[config.mk]
export PLATFORM = sky130hd
export DESIGN_NAME = muldiv_unit
export DESIGN_NICKNAME = d
export VERILOG_FILES = /design/src/rtl/muldiv_unit.sv
export SDC_FILE = /design/constraint.sdc
export NUM_CORES = 1
export LEC_CHECK = 0
export ABC_CLOCK_PERIOD_IN_PS = 3110
export CORE_MARGIN = 8
export CORE_UTILIZATION = 53
export DETAILED_ROUTE_END_ITERATION = 10
export GPL_TIMING_DRIVEN = 0
export HOLD_SLACK_MARGIN = 0.1
export PLACE_DENSITY = 0.76
export SYNTH_ARGS = -nofsm -noshare
export SYNTH_HDL_FRONTEND = slang
export SYNTH_SLANG_ARGS = --single-unit
[constraint.sdc]
create_clock -name clk -period 3.11 [get_ports clk]
set_input_delay 0.622 -clock clk [delete_from_list [all_inputs] [get_ports clk]]
set_output_delay 0.622 -clock clk [all_outputs]
set_load 0.005 [all_outputs]
[src/rtl/muldiv_unit.sv]
// Iterative RV32M multiply/divide unit: radix-2 shift-add multiply and restoring division, 34-cycle fixed latency.
// Optional MULDIV_FAST_SPECIAL_EN: divide-by-zero, signed overflow and zero-operand multiplies bypass CALC.
module muldiv_unit #(
    parameter int XLEN = 32
) (
    input  logic            clk,
    input  logic            rst,
    input  logic            start,
    input  logic [2:0]      funct3,
    input  logic [XLEN-1:0] rs1_val,
    input  logic [XLEN-1:0] rs2_val,
    input  logic [4:0]      rd_addr,
    output logic            busy,
    output logic            done,
    output logic            wb_en,
    output logic [4:0]      wb_addr,
    output logic [XLEN-1:0] wb_data
);

    typedef enum logic [1:0] {
        S_IDLE = 2'd0,
        S_CALC = 2'd1,
        S_FIX  = 2'd2,
        S_DONE = 2'd3
    } state_t;

    state_t      state_q;
    logic [2:0]  op_q;
    logic [4:0]  rd_q;
    logic [31:0] a_q;
    logic [31:0] b_q;
    logic [31:0] rem_q;
    logic [63:0] prod_q;
    logic [5:0]  cnt_q;
    logic        neg_q;
    logic        rneg_q;
    logic        div0_q;
`ifdef MULDIV_FAST_SPECIAL_EN
    logic        spec_q;
    logic [31:0] spec_res_q;
    logic        is_special;
    logic        op_div0;
    logic        op_ovf;
    logic        op_mzero;
    logic [31:0] spec_res;
`endif

    logic        signed_a;
    logic        signed_b;
    logic        a_neg;
    logic        b_neg;
    logic [31:0] a_mag;
    logic [31:0] b_mag;
    logic [32:0] mul_sum;
    logic [63:0] prod_mul_d;
    logic [32:0] rem_sh;
    logic        rem_ge;
    logic [31:0] rem_d;
    logic [63:0] prod_div_d;
    logic [63:0] prod_sgn;
    logic [31:0] quo_sgn;
    logic [31:0] rem_sgn;
    logic [31:0] fix_res;

    // Operand signedness and magnitudes for the incoming request.
    always_comb begin
        signed_a = (funct3 == 3'b001) || (funct3 == 3'b010) ||
                   (funct3 == 3'b100) || (funct3 == 3'b110);
        signed_b = (funct3 == 3'b001) || (funct3 == 3'b100) || (funct3 == 3'b110);
        a_neg    = signed_a && rs1_val[31];
        b_neg    = signed_b && rs2_val[31];
        a_mag    = a_neg ? (32'd0 - rs1_val) : rs1_val;
        b_mag    = b_neg ? (32'd0 - rs2_val) : rs2_val;
`ifdef MULDIV_FAST_SPECIAL_EN
        op_div0    = funct3[2] && (rs2_val == 32'd0);
        op_ovf     = ((funct3 == 3'b100) || (funct3 == 3'b110)) &&
                     (rs1_val == 32'h8000_0000) && (rs2_val == 32'hFFFF_FFFF);
        op_mzero   = !funct3[2] && ((rs1_val == 32'd0) || (rs2_val == 32'd0));
        is_special = op_div0 || op_ovf || op_mzero;
        spec_res   = op_div0 ? (funct3[1] ? rs1_val : 32'hFFFF_FFFF) :
                     op_ovf  ? (funct3[1] ? 32'd0 : 32'h8000_0000) : 32'd0;
`endif
    end

    // One iteration of each datapath; the multiplier lives in the low half of prod_q,
    // the dividend/quotient shares the same low half during division.
    always_comb begin
        mul_sum    = {1'b0, prod_q[63:32]} + (prod_q[0] ? {1'b0, a_q} : 33'd0);
        prod_mul_d = {mul_sum, prod_q[31:1]};
        rem_sh     = {rem_q, prod_q[31]};
        rem_ge     = (rem_sh >= {1'b0, b_q});
        rem_d      = rem_ge ? 32'(rem_sh - {1'b0, b_q}) : rem_sh[31:0];
        prod_div_d = {32'd0, prod_q[30:0], rem_ge};
    end

    // Sign correction and final result selection.
    always_comb begin
        prod_sgn = neg_q  ? (64'd0 - prod_q) : prod_q;
        quo_sgn  = neg_q  ? (32'd0 - prod_q[31:0]) : prod_q[31:0];
        rem_sgn  = rneg_q ? (32'd0 - rem_q) : rem_q;
        case (op_q)
            3'b000:                 fix_res = prod_sgn[31:0];
            3'b001, 3'b010, 3'b011: fix_res = prod_sgn[63:32];
            3'b100, 3'b101:         fix_res = div0_q ? 32'hFFFF_FFFF : quo_sgn;
            default:                fix_res = rem_sgn;
        endcase
`ifdef MULDIV_FAST_SPECIAL_EN
        if (spec_q) begin
            fix_res = spec_res_q;
        end else begin
            fix_res = fix_res;
        end
`endif
    end

    // Control FSM with registered outputs and datapath state.
    always_ff @(posedge clk) begin
        if (rst) begin
            state_q <= S_IDLE;
            op_q    <= 3'd0;
            rd_q    <= 5'd0;
            a_q     <= 32'd0;
            b_q     <= 32'd0;
            rem_q   <= 32'd0;
            prod_q  <= 64'd0;
            cnt_q   <= 6'd0;
            neg_q   <= 1'b0;
            rneg_q  <= 1'b0;
            div0_q  <= 1'b0;
            busy    <= 1'b0;
            done    <= 1'b0;
            wb_en   <= 1'b0;
            wb_addr <= 5'd0;
            wb_data <= 32'd0;
`ifdef MULDIV_FAST_SPECIAL_EN
            spec_q     <= 1'b0;
            spec_res_q <= 32'd0;
`endif
        end else begin
            case (state_q)
                S_IDLE: begin
                    if (start) begin
                        op_q    <= funct3;
                        rd_q    <= rd_addr;
                        a_q     <= a_mag;
                        b_q     <= b_mag;
                        rem_q   <= 32'd0;
                        prod_q  <= funct3[2] ? {32'd0, a_mag} : {32'd0, b_mag};
                        cnt_q   <= 6'd32;
                        neg_q   <= a_neg ^ b_neg;
                        rneg_q  <= a_neg;
                        div0_q  <= funct3[2] && (rs2_val == 32'd0);
                        busy    <= 1'b1;
                        state_q <= S_CALC;
`ifdef MULDIV_FAST_SPECIAL_EN
                        spec_q     <= is_special;
                        spec_res_q <= spec_res;
                        if (is_special) begin
                            state_q <= S_FIX;
                        end
`endif
                    end
                end
                S_CALC: begin
                    cnt_q <= cnt_q - 6'd1;
                    if (op_q[2]) begin
                        prod_q <= prod_div_d;
                        rem_q  <= rem_d;
                    end else begin
                        prod_q <= prod_mul_d;
                    end
                    if (cnt_q == 6'd1) begin
                        state_q <= S_FIX;
                    end
                end
                S_FIX: begin
                    wb_data <= fix_res;
                    wb_addr <= rd_q;
                    done    <= 1'b1;
                    wb_en   <= 1'b1;
                    state_q <= S_DONE;
                end
                S_DONE: begin
                    done    <= 1'b0;
                    wb_en   <= 1'b0;
                    busy    <= 1'b0;
                    state_q <= S_IDLE;
                end
                default: begin
                    done    <= 1'b0;
                    wb_en   <= 1'b0;
                    busy    <= 1'b0;
                    state_q <= S_IDLE;
                end
            endcase
        end
    end

endmodule

==> out/results.ini <==
[worst_setup_path]
path_class=flop to flop
rrSetupSlack_ns=-0.06
worst_setup_path_end_kind=flop
worstSetupStartpointType=flop
crit_path_max_fanout=6
cp.required_ns=3.52
worstPathArrival_ns=3.58

[die]
floorplan.core_area_mm2=0.0306
design.die.area_mm2=0.0369
io-pin-count=115
die_w_um=192
die_h_um=192
start_util_pct=53.7
rows=64

[clocking]
post_cts_hold_buffer_count=0
clk_latency_ns=0.57
clk_path_buf_depth=3
cts_sink_cnt=218
clockRootBuffer=clkbuf_16
cts_inserted_buffers=26
clk_pin_slew_worst_paths_ns=0.06
htree_num_levels=1
cts_tree=yes

[synth]
netlist.top_cell.by_area=dfxtp_1
synth_edf_count=0
synthDistinctLibCells=76
leading_cell_types_by_count_after_synthesis=nor2_1 (225), dfxtp_1 (218), nand2_1 (164), o21ai_0 (146), a21oi_1 (138)
async_reset_ff_share_pct=0
synth-seq-cells=218
synth_warnings=0
dominantRegCellSynth=dfxtp_1
synth_area_per_cell_um2=7.66
number_of_instances_in_the_synthesized_netlist=2146
sequential_to_total_area_share_from_yosys_stat_pct=26.5
syn_area_mm2=0.0164
main_area_contributors_after_synthesis=dfxtp_1 (27%), ha_1 (5.6%), xnor2_1 (5.6%)
synth_most_common_cell=nor2_1
syn-num-nets=2297
synth.top_cell.area_share_pct=26.5

[power_and_ir_drop]
combinational_group_share_of_total_power_pct=53.7
p_int_w=0.00859
switching_power_w=0.00738
power.share.sequential_pct=26.3
share_clk_of_total_power_pct=20.0
cellLeakagePower_nw=7.75
power_density_mw_per_mm2=781
switching_share_pct=46.2
vdd.ir_drop.worst_mv=0.520
total_power_consumption_of_the_routed_design_w=0.0160

[min_path]
holdCritPathClass=input pin to flop

[finish]
layout-drive-gt1-share_pct=13.9
final_nets=2480
syn2layout_area_growth_pct=24.3
antenna-diode-count=0
final_util_pct=66.8

[detailed_routing]
post_drt_wl_per_cell_um=24.5
drt_first_pass_iters=6
detail_route.vias_per_cell=6.55
antenna_violating_nets_post_route=0
num_vias=17971
drc=0
first_iter_violations=2104
routed_wirelength_um=67200

[sta]
timing.max_slew.rel_slack_pct=31.9
final.setup_skew_ns=0.0305
grt_setup_unrepaired=true
worst_slack_ns=-0.0622
min_period_ns=3.17
max_slew.worst_pin.slew_ns=1.02
max_freq_mhz=315
finalSetupViolCount=2
post-route-period-util_pct=102
final.setup.tns_ns=-0.0697
final-max-slew-violation-count=0
finalHoldViolations=0

[global_routing]
grt_first_pass_wirelength_um=99000
grt_max_degree=15
globalRouteOverflowTotal=0
total_grt_usage_pct=34.7
grt.met1_usage_pct=48.1
vias_in_the_first_global_route=16559
global_route.peak_usage_layer=met2
use_met3_pct=6.08
met2_resource_use_gr_pct=53.2
initial_antenna_violation_count=0

[job]
cap_violations=0

[place]
globalplace.congestion=1.04
port_buffers=113
dp_hpwl_um=51600

[status]
run_status=finished with violations
violations=negative setup slack

critical path, stage by stage (launching register included):
cell and delay (ns):
dfxtp_4 0.37, or4_4 0.55, or3_4 0.39, or3_4 0.44, or3_4 0.34, buf_6 0.15, o31ai_4 0.20, xnor2_2 0.11
a221oi_2 0.34, a211oi_1 0.12
sequential cells by signal (all words and copies together), names as in the netlist, 2 cells and up:
name,cells
wb_data,32
cnt_q,6
wb_addr,5
prod_q,64
rem_q,32
state_q,2
a_q,32
rd_q,5
b_q,32
op_q,3
routing by layer:
layer | vias to the layer above | wire length, um
li1 | 8247 | -
met1 | 8563 | 28700
met2 | 1016 | 29200
met3 | 145 | 6640
met4 | 0 | 2620
met5 | - | 0
power by group through the flow:
stage	clock, W	sequential, W	combinational, W
2_1_floorplan	0	0.00389	0.00501
3_3_place_gp	0	0.00410	0.00739
3_5_place_dp	0	0.00412	0.00748
4_1_cts	0.00318	0.00411	0.00794
5_1_grt	0.00332	0.00425	0.00916
6_report	0.00319	0.00420	0.00858
through the flow:
| step | worst slack (ns) | area, um^2 | cells | hold slack, ns |
|---|---|---|---|---|
| after CTS | -0.136 | 19800 | 2728 | 0.456 |
| after global placement | -1.16 | 18100 | 2655 | 0.444 |
| after floorplan | -0.0851 | 16500 | 2146 | 0.432 |
| after detailed placement | -1.20 | 18100 | 2655 | 0.449 |
| final | -0.0622 | 20400 | 2742 | 0.361 |
| after global routing | -0.0672 | 20400 | 2742 | 0.382 |
area by class of cell:
cell class                      count  area (um^2)
Buffer                            126          528
Clock buffer                       36          758
Clock inverter                      9          134
Fill cell                        2689        10200
Inverter                           76          285
Multi-Input combinational cell   1710        12300
Sequential cell                   218         4400
Tap cell                          396          495
Timing Repair Buffer              171         1550
cells in the final DEF, fill, tap and decap left out, drive strengths merged, types with 8 or more instances in the layout:
master	n
nor2	225
dfxtp	218
nand2	164
clkbuf	157
o21ai	152
a21oi	138
a211oi	122
xnor2	105
clkdlybuf4s50	104
xor2	81
inv	75
ha	74
buf	66
nor3	65
and2	53
mux2i	50
o31ai	41
or3	35
nor4	30
nand3	29
or4	27
a21o	25
o41ai	25
mux2	22
nand2b	20
o211ai	19
a22oi	15
a31oi	14
o21a	13
nand4	13
a221oi	12
or2	11
a32oi	10
and3	9
nor2b	9
a311oi	8
final timing paths:
check | start | endpoint | cells after the start
max | prod_q[18] | wb_data[17] | 9
min | rs1_val[0] | a_q[0] | 3
max reg2reg | prod_q[18] | wb_data[17] | 9
min reg2reg | a_q[31] | a_q[31] | 2
repair_timing:
item	CTS	global route
resized for setup	126	125
setup endpoints to repair	122	102
setup buffers	36	21
gates cloned	0	1
pin swaps	39	50
logic make-up (layout without fill, tap and decap cells):
kind of cell	Yosys count	in the layout	share of synthesized area, %
AND/OR/NAND/NOR	709	709	20.8
XOR/XNOR	186	186	9.91
buffers and inverters	218	418	5.09
adder cells (fa/ha/maj)	76	76	5.88
multiplexers	72	72	4.55
AO/OA/AOI/OAI	667	667	27.2
flip-flops	218	218	26.5
Power figures use the tool's default switching activity.
